===== src/rtl/param_digital_lock.sv =====
// Keypad code lock: two-entry code setup while open, single-entry unlock while locked.
// Latency: locked/error update one cycle after the edge that samples the final digit.
// No backpressure: keys are edge-qualified by an armed flag; optional lockout via DIGITAL_LOCK_LOCKOUT_EN.
module param_digital_lock #(
  parameter int KEY_WIDTH       = 4,
  parameter int PASSCODE_LENGTH = 4,
  parameter logic [KEY_WIDTH*PASSCODE_LENGTH-1:0] RESET_CODE = 16'h8148,
  parameter int TIMEOUT         = 500000000,
  parameter int MAX_ATTEMPTS    = 3,
  parameter int LOCKOUT_CYCLES  = 1500000000
) (
  input  logic                                 clock,
  input  logic                                 reset,
  input  logic [KEY_WIDTH-1:0]                 key,
  output logic                                 locked,
  output logic                                 error,
  output logic                                 lockout,
  output logic [$clog2(MAX_ATTEMPTS+1)-1:0]    attempts_left,
  output logic [$clog2(PASSCODE_LENGTH+1)-1:0] entry_count
);

  localparam int CODE_W = KEY_WIDTH * PASSCODE_LENGTH;
  localparam int CNT_W  = $clog2(PASSCODE_LENGTH + 1);
  localparam int ATT_W  = $clog2(MAX_ATTEMPTS + 1);
  localparam int TMR_W  = $clog2(TIMEOUT + 1);

  localparam logic [2:0] OPEN_ENTRY1  = 3'd0;
  localparam logic [2:0] OPEN_ENTRY2  = 3'd1;
  localparam logic [2:0] OPEN_CHECK   = 3'd2;
  localparam logic [2:0] LOCKED_ENTRY = 3'd3;
  localparam logic [2:0] LOCKED_CHECK = 3'd4;
`ifdef DIGITAL_LOCK_LOCKOUT_EN
  localparam logic [2:0] LOCKOUT      = 3'd5;
  localparam int         LCK_W        = $clog2(LOCKOUT_CYCLES + 1);
`endif

  logic [2:0]        state_q, state_d;
  logic [CODE_W-1:0] entry_q, entry_d;
  logic [CODE_W-1:0] first_q, first_d;
  logic [CODE_W-1:0] code_q, code_d;
  logic [CNT_W-1:0]  cnt_q, cnt_d;
  logic [TMR_W-1:0]  timer_q, timer_d;
  logic              armed_q, armed_d;
  logic              locked_q, locked_d;
  logic              error_q, error_d;
`ifdef DIGITAL_LOCK_LOCKOUT_EN
  logic [ATT_W-1:0]  attempts_q, attempts_d;
  logic [LCK_W-1:0]  lock_cnt_q, lock_cnt_d;
  logic              lockout_q, lockout_d;
`endif

  logic              in_entry;
  logic              key_nz;
  logic              accept;
  logic              last_digit;
  logic              timer_run;
  logic              timer_exp;
  logic [CODE_W-1:0] shifted;

  assign in_entry   = (state_q == OPEN_ENTRY1) || (state_q == OPEN_ENTRY2) ||
                      (state_q == LOCKED_ENTRY);
  assign key_nz     = |key;
  assign accept     = in_entry && key_nz && armed_q;
  assign last_digit = (cnt_q == CNT_W'(PASSCODE_LENGTH - 1));
  // Idle timer only matters once an entry is under way (OPEN_ENTRY2 always is).
  assign timer_run  = in_entry && !accept && ((cnt_q != '0) || (state_q == OPEN_ENTRY2));
  assign timer_exp  = timer_run && (timer_q == TMR_W'(TIMEOUT - 1));
  assign shifted    = {entry_q[CODE_W-KEY_WIDTH-1:0], key};

  // Next-state logic: digit capture, code compare, timeout and lockout handling.
  always_comb begin
    state_d  = state_q;
    entry_d  = entry_q;
    first_d  = first_q;
    code_d   = code_q;
    cnt_d    = cnt_q;
    timer_d  = timer_q;
    armed_d  = armed_q;
    locked_d = locked_q;
    error_d  = error_q;
`ifdef DIGITAL_LOCK_LOCKOUT_EN
    attempts_d = attempts_q;
    lock_cnt_d = lock_cnt_q;
    lockout_d  = lockout_q;
`endif

    // Armed tracks key release in every state so a held key never repeats.
    if (!key_nz) begin
      armed_d = 1'b1;
    end else if (accept) begin
      armed_d = 1'b0;
    end

    case (state_q)
      OPEN_ENTRY1, OPEN_ENTRY2, LOCKED_ENTRY: begin
        if (accept) begin
          entry_d = shifted;
          cnt_d   = cnt_q + CNT_W'(1);
          timer_d = '0;
          error_d = 1'b0;
          if (last_digit) begin
            if (state_q == OPEN_ENTRY1) begin
              first_d = shifted;
              entry_d = '0;
              cnt_d   = '0;
              state_d = OPEN_ENTRY2;
            end else if (state_q == OPEN_ENTRY2) begin
              state_d = OPEN_CHECK;
            end else begin
              state_d = LOCKED_CHECK;
            end
          end
        end else if (timer_exp) begin
          // Abandoned entry: flag it but never count it as a failed attempt.
          error_d = 1'b1;
          entry_d = '0;
          cnt_d   = '0;
          timer_d = '0;
          state_d = locked_q ? LOCKED_ENTRY : OPEN_ENTRY1;
        end else if (timer_run) begin
          timer_d = timer_q + TMR_W'(1);
        end else begin
          timer_d = '0;
        end
      end

      OPEN_CHECK: begin
        if (entry_q == first_q) begin
          code_d   = entry_q;
          locked_d = 1'b1;
          state_d  = LOCKED_ENTRY;
        end else begin
          error_d  = 1'b1;
          state_d  = OPEN_ENTRY1;
        end
        entry_d = '0;
        cnt_d   = '0;
        timer_d = '0;
      end

      LOCKED_CHECK: begin
        if (entry_q == code_q) begin
          locked_d = 1'b0;
`ifdef DIGITAL_LOCK_LOCKOUT_EN
          attempts_d = ATT_W'(MAX_ATTEMPTS);
`endif
          state_d  = OPEN_ENTRY1;
        end else begin
          error_d  = 1'b1;
`ifdef DIGITAL_LOCK_LOCKOUT_EN
          attempts_d = attempts_q - ATT_W'(1);
          if (attempts_q == ATT_W'(1)) begin
            lockout_d  = 1'b1;
            lock_cnt_d = '0;
            state_d    = LOCKOUT;
          end else begin
            state_d    = LOCKED_ENTRY;
          end
`else
          state_d  = LOCKED_ENTRY;
`endif
        end
        entry_d = '0;
        cnt_d   = '0;
        timer_d = '0;
      end

`ifdef DIGITAL_LOCK_LOCKOUT_EN
      LOCKOUT: begin
        // Keypad ignored; lock stays closed until the penalty window elapses.
        if (lock_cnt_q == LCK_W'(LOCKOUT_CYCLES - 1)) begin
          lockout_d  = 1'b0;
          lock_cnt_d = '0;
          attempts_d = ATT_W'(MAX_ATTEMPTS);
          state_d    = LOCKED_ENTRY;
        end else begin
          lock_cnt_d = lock_cnt_q + LCK_W'(1);
        end
      end
`endif

      default: begin
        state_d = OPEN_ENTRY1;
        entry_d = '0;
        cnt_d   = '0;
        timer_d = '0;
      end
    endcase
  end

  // State registers with synchronous reset back to the open, factory-code condition.
  always_ff @(posedge clock) begin
    if (reset) begin
      state_q  <= OPEN_ENTRY1;
      entry_q  <= '0;
      first_q  <= '0;
      code_q   <= RESET_CODE;
      cnt_q    <= '0;
      timer_q  <= '0;
      armed_q  <= 1'b1;
      locked_q <= 1'b0;
      error_q  <= 1'b0;
`ifdef DIGITAL_LOCK_LOCKOUT_EN
      attempts_q <= ATT_W'(MAX_ATTEMPTS);
      lock_cnt_q <= '0;
      lockout_q  <= 1'b0;
`endif
    end else begin
      state_q  <= state_d;
      entry_q  <= entry_d;
      first_q  <= first_d;
      code_q   <= code_d;
      cnt_q    <= cnt_d;
      timer_q  <= timer_d;
      armed_q  <= armed_d;
      locked_q <= locked_d;
      error_q  <= error_d;
`ifdef DIGITAL_LOCK_LOCKOUT_EN
      attempts_q <= attempts_d;
      lock_cnt_q <= lock_cnt_d;
      lockout_q  <= lockout_d;
`endif
    end
  end

  assign locked      = locked_q;
  assign error       = error_q;
  assign entry_count = cnt_q;
`ifdef DIGITAL_LOCK_LOCKOUT_EN
  assign lockout       = lockout_q;
  assign attempts_left = attempts_q;
`else
  // Without lockout retries are unlimited, so the attempt count never moves.
  assign lockout       = 1'b0;
  assign attempts_left = ATT_W'(MAX_ATTEMPTS);
  // Keeps the lockout duration referenced in builds that have no lockout timer.
  logic [31:0] unused_lockout_cycles;
  assign unused_lockout_cycles = LOCKOUT_CYCLES;
`endif

endmodule


===== config.mk =====
export PLATFORM = sky130hd
export DESIGN_NAME = param_digital_lock
export DESIGN_NICKNAME = d
export VERILOG_FILES = /design/src/rtl/param_digital_lock.sv
export SDC_FILE = /design/constraint.sdc
export NUM_CORES = 1
export LEC_CHECK = 0
export ABC_AREA = 1
export CAP_MARGIN = 20
export CORE_AREA = 2 2 89 91
export CTS_CLUSTER_SIZE = 30
export DETAILED_ROUTE_END_ITERATION = 6
export DIE_AREA = 0 0 91 93
export PLACE_DENSITY = 0.75
export SLEW_MARGIN = 5
export SYNTH_ARGS = -nofsm -noshare
export SYNTH_HDL_FRONTEND = slang
export SYNTH_SLANG_ARGS = --single-unit

===== constraint.sdc =====
create_clock -name clock -period 4.52 [get_ports clock]
set_input_delay 1.356 -clock clock [delete_from_list [all_inputs] [get_ports clock]]
set_output_delay 1.356 -clock clock [all_outputs]
set_load 0.01 [all_outputs]

---- After elaboration in Yosys (flattened, before gate mapping) ----
Cells that the tools add are included.
word-level totals
  logic and storage cells ................. 77
  register bits ........................... 86
  bits of input ports ..................... 6
operators by class
  bitwise logic cells ..................... 3
  reduce and logical (&&, ||, !) cells .... 24
  eq/ne operators ......................... 14
  add/subtract/negate cells ............... 2
  muxes and demuxes ....................... 25
operators with widths
  cell                                            number
  two-way mux 16 bit                              4
  == test 16 bit                                  2
  adder 29 x 1 -> 29 bit (second input constant)  1
  == test 29 bit (second input constant)          1
  two-way mux 3 bit                               9
  == test 3 x 2 -> 1 bit (second input constant)  3
  one-hot mux 3 bit (3 select lines)              1
  inequality test 2 bit (second input constant)   4
  AND reduction 4 bit                             2
  two-way mux 1 bit                               6
  two-way mux 2 bit                               3
  inequality test 3 bit (second input constant)   2
  nonzero test 3 bit                              2
  logical AND 1 bit                               5
  OR reduction 5 bit                              1
  AND reduction 2 bit                             2
  nonzero test 2 bit                              2
  OR reduction 2 bit                              2
  OR reduction 4 bit                              1
  adder 3 x 1 -> 3 bit (second input constant)    1
  == test 3 x 1 -> 1 bit (second input constant)  1
  == test 3 bit (second input constant)           1
  zero test 3 bit                                 1
  logical OR 1 bit                                3
  6 further kinds                                 8

---- Logic depth before layout (Yosys ltp) ----
Gate-level depths: netlist of the first run.
  depth in word-level cells ............... 12
  gate-level depth with buffers ........... 14
  depth with buffers taken out ............ 13

---- Worst setup path before layout of the first run ----
No wires, ideal clock.
  kind .................................... input port to flip-flop
  start ................................... input port key[2]
  end ..................................... register timer_q[17]
  stages on the path ...................... 12
  setup slack ............................. 2.005 ns
  arrival time ............................ 2.399 ns
  setup time .............................. 0.116 ns
  cells stage by stage .................... nor2_1 > nand2_1 > nand2_1 > nand2_1 > nor2_2 > nand3_2 > nand2_2 > inv_2 > nand3_2 > buf_6 > buf_6 > nor2_1
between the ends
  cells in the longest elaborated chain, start to end .. 8
ends and longest elaborated chain
  item                                            line  RTL
  start, declared                                 14    input logic [KEY_WIDTH-1:0] key,
  OR reduction 4 bit (*)                          62    assign key_nz = |key;
  logical AND 1 bit (*) (2 in series)             63    assign accept = in_entry && key_nz && armed_q;
  zero test 1 bit                                 66    assign timer_run = in_entry && !accept && ((cnt_q != '0) || (state_q == OPEN_ENTRY2));
  logical AND 1 bit (2 in series)                 66
  logical AND 1 bit or NOT 1 bit (tied branches)  n/a
  OR reduction 5 bit (no source line) (*)         n/a
  end signal, assigned                            214   timer_q <= timer_d;
  end, declared                                   42    logic [TMR_W-1:0] timer_q, timer_d;
Every way passes the cells marked *; elsewhere a longest branch is shown, timed or not.
A chain may end at the register's enable or synchronous reset.

---- Worst setup path in the final report of the first run ----
  start ................................... input port key[3]
  end ..................................... register timer_q[25]
The elaborated chain is that of the path after synthesis.

==> impl_metrics.tcl, run 1 <==
set metrics [dict create \
    p_per_area_mw_per_mm2 303 \
    portBuffers 10 \
    ctsHoldBuffers 0 \
    clk-insertion-delay-late_ns 0.35 \
    report.final.slew_viol_count 0 \
    route.met2.wl_um 4050 \
    r2r-start "entry_q[8]" \
    grt_pass1_vias 3778 \
    syn_area_per_cell_um2 6.49 \
    cp-start-kind "primary input" \
    routed.top_layer "met4" \
    routed_wl_um 9480 \
    ys_ff_latch 86 \
    grt_max_degree 34 \
    whs_path_depth 1 \
    routed-wl-met3_um 459 \
    synth_edf_count 0 \
    post-route-period-util 0.731 \
    grt-ovfl-total 0 \
    seqCellArea_mm2 0.00172 \
    ys_types 30 \
    reg2reg_setup_slack_ns 2.21 \
    worst_slew_pin_slew_ns 0.975 \
    rsz0062_at_grt "no" \
    power_uw 1430 \
    die_area_mm2 0.00846 \
    drive_gt1_frac 0.0539 \
    syn_to_final_growth_pct 7.32 \
    drt_first_pass_iters 5 \
    nNetsFinal 692 \
    multi_input_area_mm2 0.00224 \
    postCtsSetupBuffers 0 \
    initial_utilization 0.584 \
    r2r_end "code_q[10]" \
    arrival_ns 3.56 \
    drt_iter0_drc 327 \
    endpoint_kind "flip-flop" \
    async_reset_ff_frac 0 \
    cts_tree "done" \
    min_from "timer_q[0]" \
    clk_pin_slew_worst_paths_ns 0.08 \
    globalplace.congestion 0.910 \
    final_common_cell "nand2_1" \
    synth_cells 677 \
    wl_per_cell_um 12.0 \
    status "finished clean" \
    drc_errors 0 \
    hold_class "reg2reg" \
    die_h_um 93 \
    worstPathMaxFanout 29 \
    period_needed_ns 3.30 \
    hpwl_um 6790 \
    clockBufferDepth 2 \
    viasPerCell 5.20 \
    ys.flop_type "dfxtp_1" \
    criticalPathCategory "in2reg" \
    fin_tns_setup_ns 0 \
    dp.cells 774 \
    fin_cells 788 \
    reg2regPathDepth 9 \
    post-route-cell-area_mm2 0.00471 \
    timing.final.hold_violations 0 \
    skew_ns 0.00992 \
    htree_levels 3 \
    max_freq_mhz 303 \
    num_vias 4099 \
    setup_viol 0 \
    antenna_found_initial 0 \
    track_usage 0.240 \
    cp.required_ns 4.78 \
    cts.sinks 86 \
    wl_met1_um 4800 \
    ys_seq_area_frac 0.392 \
    drv_cap 0 \
    rows 32 \
    cts_resized 0 \
    mostFrequentLayoutCells "213 x nand2_1, 86 x inv_1, 86 x dfxtp_1, 74 x nor2_1, 68 x a21oi_1" \
    antenna_cells 0 \
    maxSlewHeadroom 0.348 \
    grt_pass1_wl_um 16600 \
    placed_cell_area_mm2 0.00454 \
    cts_buffers 9 \
    die_w_um 91 \
    leakagePower_uw 0.00183 \
    fin_util 0.626 \
    min_to "timer_q[0]" \
    fillCellCount 755 \
    netlist_area_mm2 0.00439 \
    cts-root-buf "clkbuf_8" \
    yosys_warnings 0 \
    antenna_left 0 \
    ios 14 \
    core_area_mm2 0.00753 \
    ir_drop_v 0.000230 \
]
per-stage QoR:
step                hold slack (ns)  worst slack (ns)
finish                        0.453              1.22
global route                  0.490             0.997
CTS                           0.461              1.21
detailed placement            0.442             0.830
global placement              0.430             0.963
floorplan                     0.417              2.01
cells by family after synthesis:
family,after synthesis,share of synthesized area
and+or+nand+nor,355,0.343
AOI/OAI and AO/OA,110,0.128
buffers and inverters,107,0.0991
DFF,86,0.392
xor gates and xnor gates,14,0.0279
adders and majority gates,3,0.00855
other,2,0.00171
worst max path at each step:
stage                 from  cells after the start  slack, ns           to
detailed placement  key[3]                     11       0.83  timer_q[25]
global route        key[3]                     11        1.0   timer_q[7]
finish              key[3]                     11       1.22  timer_q[25]
global placement    key[2]                     11       0.96  timer_q[25]
CTS                 key[3]                     11       1.21  timer_q[25]
floorplan           key[2]                     12       2.01  timer_q[17]
synth_stat cells (5+ instances only):
cell type  count  share of area
nand2_1      213           0.18
dfxtp_1       86           0.39
inv_1         86          0.073
nor2_1        74          0.063
a21oi_1       68          0.077
o21ai_0       39          0.044
nand3_1       18          0.021
xor2_1        11          0.022
nor3_1        10          0.011
clkbuf_1       9         0.0077
nand4_1        9          0.013
nand3b_1       7          0.012
nor4_1         5         0.0071
critical path, cell delays in order:
cell,delay (ns)
clkdlybuf4s50_1,0.51
nor2_1,0.05
nand2_1,0.13
nand2_1,0.08
nand2_1,0.09
nor2_2,0.06
nand3_2,0.09
nand2_2,0.07
inv_2,0.27
nand3_2,0.53
a21oi_1,0.31
cell type report:
class                           instances  area share
Clock buffer                            9      0.0263
Inverter                               89      0.0709
Timing Repair Buffer                   12      0.0244
Tap cell                              102      0.0271
Multi-Input combinational cell        485       0.475
Clock inverter                          5      0.0111
Sequential cell                        86       0.365
layer usage:
metal / vias up / GRT usage
li1: 2133 / -
met1: 1852 / 0.342
met2: 102 / 0.372
met3: 12 / 0.0371
met4: 0 / 0.0859
met5: - / 0
report_power, final:
group / switching [uW] / internal (uW)
registers: 15.8 / 772
logic: 84.7 / 45.6
clock network: 266 / 247
total: 366 / 1060
state kept, by name, indices dropped and copies added (netlist names):
| name | count |
|---|---|
| locked | 1 |
| timer_q | 29 |
| entry_count | 3 |
| entry_q | 16 |
| code_q | 16 |
| state_q | 3 |
| error | 1 |
| armed_q | 1 |
| first_q | 16 |
Power figures use the tool's default switching activity.
==> run 2: changes to the inputs <==
--- a/config.mk
+++ b/config.mk
@@ -7,11 +7,11 @@
 export LEC_CHECK = 0
 export ABC_AREA = 1
 export CAP_MARGIN = 20
-export CORE_AREA = 2 2 89 91
+export CORE_AREA = 2 2 93 95
 export CTS_CLUSTER_SIZE = 30
 export DETAILED_ROUTE_END_ITERATION = 6
-export DIE_AREA = 0 0 91 93
-export PLACE_DENSITY = 0.75
+export DIE_AREA = 0 0 95 97
+export PLACE_DENSITY = 0.72
 export SLEW_MARGIN = 5
 export SYNTH_ARGS = -nofsm -noshare
 export SYNTH_HDL_FRONTEND = slang
==> constraint.sdc (replaced) <==
create_clock -name clock -period 2.95 [get_ports clock]
set_input_delay 0.885 -clock clock [delete_from_list [all_inputs] [get_ports clock]]
set_output_delay 0.885 -clock clock [all_outputs]
set_load 0.01 [all_outputs]
==> impl_metrics.tcl, run 2 (synthesized netlist as in run 1, its figures left out) <==
set metrics [dict create \
    status "finished clean" \
    arrival_ns 2.74 \
    grt_max_degree 33 \
    drt_first_pass_iters 5 \
    cts_tree "done" \
    nNetsFinal 698 \
    drc_errors 0 \
    combPwrFrac 0.093 \
    cp.required_ns 3.21 \
    clk-insertion-delay-late_ns 0.35 \
    clockBufferDepth 2 \
    cts-root-buf "clkbuf_8" \
    p_per_area_mw_per_mm2 465 \
    multi_input_area_mm2 0.00224 \
    fin_tns_setup_ns 0 \
    antenna_found_initial 0 \
    syn_to_final_growth_pct 9.00 \
    final_common_cell "nand2_1" \
    drive_gt1_frac 0.0620 \
    cts.sinks 86 \
    worstPathMaxFanout 29 \
    rows 33 \
    grt_pass1_wl_um 17300 \
    die_area_mm2 0.00922 \
    grt_pass1_vias 3825 \
    die_w_um 95 \
    num_vias 4071 \
    antenna_cells 0 \
    whs_path_depth 1 \
    hpwl_um 7110 \
    seqCellArea_mm2 0.00172 \
    hold_class "reg2reg" \
    period_needed_ns 2.48 \
    grt-ovfl-total 0 \
    htree_levels 3 \
    cp-start-kind "primary input" \
    reg2regPathDepth 10 \
    regMostFlops "timer_q" \
    clock_power_share 0.365 \
    cts_buffers 9 \
    ctsHoldBuffers 0 \
    post-route-period-util 0.840 \
    power_uw 2230 \
    die_h_um 97 \
    report.final.slew_viol_count 0 \
    wl_per_cell_um 12.2 \
    initial_utilization 0.540 \
    timing.final.hold_violations 0 \
    endpoint_kind "flip-flop" \
    rsz0062_at_grt "no" \
    routed_wl_um 9740 \
    drv_cap 0 \
    skew_ns 0.0123 \
    leakagePower_uw 0.00187 \
    p_seq_frac 0.541 \
    largest_reg_flops 29 \
    max_freq_mhz 404 \
    fillCellCount 789 \
    clk_pin_slew_worst_paths_ns 0.08 \
    sw_frac_of_total 0.252 \
    whs_ns 0.450 \
    postCtsSetupBuffers 0 \
    mostFrequentLayoutCells "213 x nand2_1, 86 x inv_1, 86 x dfxtp_1, 74 x nor2_1, 68 x a21oi_1" \
    p_switching_uw 561 \
    track_usage 0.230 \
    setup_viol 0 \
    criticalPathCategory "in2reg" \
    intPower_uw 1670 \
    antenna_left 0 \
    core_area_mm2 0.00813 \
    globalplace.congestion 0.874 \
    ir_drop_v 0.000304 \
    cts_resized 0 \
    maxSlewHeadroom 0.528 \
    portBuffers 10 \
    ios 14 \
    drt_iter0_drc 236 \
    worst_slew_pin_slew_ns 0.701 \
    viasPerCell 5.10 \
]
==> run 2: cell count changes in the layout (fill, tap and decap cells not counted), sizes merged <==
cell,previous run,this run
buf,2,8
clkinv,4,3
clkbuf,9,11
==> run 2: worst max-delay path: stages <==
cell and delay (ns):
clkdlybuf4s50_1 0.50, nor2_1 0.06, nand2_1 0.12, nand2_1 0.08
nand2_1 0.09, nor2_2 0.05, nand3_2 0.09, nand2_2 0.07
inv_2 0.28, nand3_2 0.15, buf_12 0.20, a21oi_1 0.16
==> run 2: cell type report <==
type / count / share of cell area
clock buffers: 11 / 0.0295
flip-flops and latches: 86 / 0.360
multi-input cells: 485 / 0.468
clock inverters: 4 / 0.00993
repair buffers: 18 / 0.0361
well taps: 105 / 0.0274
inverters: 89 / 0.0698
==> run 2: metrics by stage <==
step | util | cell area (um^2) | setup slack, ns | instances
floorplan | - | 4400 | 0.906 | 678
global placement | 0.565 | 4600 | 0.235 | 783
detailed placement | 0.565 | 4600 | 0.157 | 783
CTS | 0.589 | 4790 | 0.511 | 798
global route | 0.589 | 4790 | 0.292 | 798
finish | 0.589 | 4790 | 0.472 | 798
==> run 2: power groups by stage <==
stage	clock, uW	sequential (uW)	combinational (uW)
floorplan	0	1230	151
global route	890	1210	239
global placement	0	1230	204
detailed placement	0	1230	206
finish	814	1210	207
CTS	839	1210	207
==> run 2: path summary, 6_finish.rpt <==
check                                   end  slack (ns)         from
worst min-delay path             timer_q[0]        0.45   timer_q[0]
worst min register to register   timer_q[0]        0.45   timer_q[0]
worst max-delay path            timer_q[25]        0.47       key[2]
worst max register to register    code_q[2]        0.95  entry_q[10]
==> run 2: metal layers <==
metal / GRT usage / part of all wire
met3: 0.0319 / 0.046
met4: 0.0658 / 0.013
met2: 0.353 / 0.44
met5: 0 / 0
met1: 0.335 / 0.50
==> run 3: changes to the inputs <==
==> constraint.sdc (replaced) <==
create_clock -name clock -period 2 [get_ports clock]
set_input_delay 0.6 -clock clock [delete_from_list [all_inputs] [get_ports clock]]
set_output_delay 0.6 -clock clock [all_outputs]
set_load 0.01 [all_outputs]
==> impl_metrics.tcl, run 3 (synthesized netlist as in run 1, its figures left out) <==
set metrics [dict create \
    arrival_ns 1.34 \
    timing.final.hold_violations 0 \
    fin_tns_setup_ns 0 \
    clk-insertion-delay-late_ns 0.36 \
    ir_drop_v 0.000608 \
    postCtsSetupBuffers 0 \
    worstPathMaxFanout 4 \
    drt_iter0_drc 316 \
    endpoint_kind "output port" \
    initial_utilization 0.540 \
    grt-ovfl-total 0 \
    regMostFlops "timer_q" \
    cp.required_ns 1.40 \
    grt_pass1_wl_um 17200 \
    rows 33 \
    antenna_found_initial 0 \
    max_freq_mhz 515 \
    routed_wl_um 10400 \
    track_usage 0.231 \
    cts_buffers 9 \
    p_per_area_mw_per_mm2 739 \
    cts-root-buf "clkbuf_8" \
    nNetsFinal 716 \
    clockBufferDepth 2 \
    path_cells "clkdlybuf4s50_1" \
    fin_util 0.626 \
    core_area_mm2 0.00813 \
    top_usage_layer "met2" \
    hpwl_um 7260 \
    power_uw 3760 \
    syn_to_final_growth_pct 15.9 \
    die_h_um 97 \
    cp-start-kind "flip-flop" \
    antenna_cells 0 \
    post-place-ws_ns -0.283 \
    crit_buf_inv 1 \
    use_met1 0.329 \
    mostFrequentLayoutCells "210 x nand2_1, 86 x inv_1, 85 x dfxtp_1, 74 x nor2_1, 68 x a21oi_1" \
    grt_use_met3 0.0413 \
    final_common_cell "nand2_1" \
    portBuffers 10 \
    rsz0062_at_grt "no" \
    drt_first_pass_iters 5 \
    period_needed_ns 1.94 \
    grt_use_met2 0.358 \
    drive_gt1_frac 0.0941 \
    grt_pass1_vias 3894 \
    fin_ws_ns 0.0596 \
    cp_slowest_stage_delay_ns 0.57 \
    post-route-period-util 0.970 \
    setup_viol 0 \
    cts.sinks 86 \
    wl_per_cell_um 12.7 \
    viasPerCell 5.18 \
    ios 14 \
    status "finished clean" \
    criticalPathCategory "reg2out" \
    skew_ns 0.0123 \
    hold_class "reg2reg" \
    antenna_left 0 \
    cts_tree "done" \
    grt_max_degree 33 \
    leakagePower_uw 0.00206 \
    drv_cap 0 \
    drc_errors 0 \
    report.final.slew_viol_count 0 \
    critPathTopFamily "buffers and inverters" \
    largest_reg_flops 29 \
    globalplace.congestion 0.855 \
    die_w_um 95 \
    die_area_mm2 0.00922 \
    num_vias 4234 \
    htree_levels 3 \
    clk_pin_slew_worst_paths_ns 0.08 \
    critPathSlowestCell "clkdlybuf4s50_1" \
]
## run 3: cell types whose count changed in the layout (fill, tap and decap cells not counted), sizes merged
cell           change
bufinv             +3
buf               +16
dlymetal6s2s       +4
clkbuf             +1
clkinv             -1
clkdlybuf4s50      -4
## run 3: final timing paths
check,start,end,slack (ns),depth (start not counted)
setup reg to reg,timer_q[2],timer_q[25],0.15,9
setup / recovery,locked,locked,0.06,1
hold reg to reg,timer_q[0],timer_q[0],0.45,1
hold / removal,timer_q[0],timer_q[0],0.45,1
## run 3: cell type report
type,instances,area [um^2]
multi-input cells,485,2260
clock buffers,10,138
flip-flops and latches,86,1720
well taps,105,131
inverters,89,334
clock inverters,6,133
fillers,737,3040
repair buffers,36,373
## run 3: metrics by stage
step | cells | cell area (um^2) | hold WS [ns]
5_1_grt | 817 | 5090 | 0.486
2_1_floorplan | 678 | 4400 | 0.417
3_3_place_gp | 798 | 4720 | 0.431
4_1_cts | 814 | 4990 | 0.458
6_report | 817 | 5090 | 0.451
3_5_place_dp | 798 | 4720 | 0.438
## run 3: report_power, final
group          switching, uW  internal, uW
sequential              37.2          1740
clock                    637           988
combinational            212           143
## run 3: layer usage
layer	part of all wire	up-vias
met5	0	-
met4	0.014	0
met3	0.053	17
met2	0.44	120
met1	0.49	1913
li1	-	2184
## run 3: timing repair
action	in CTS	in global routing
gates resized for setup	0	11
endpoints found under the setup margin	0	46
endpoints found under the hold margin	0	0
hold buffers	0	0
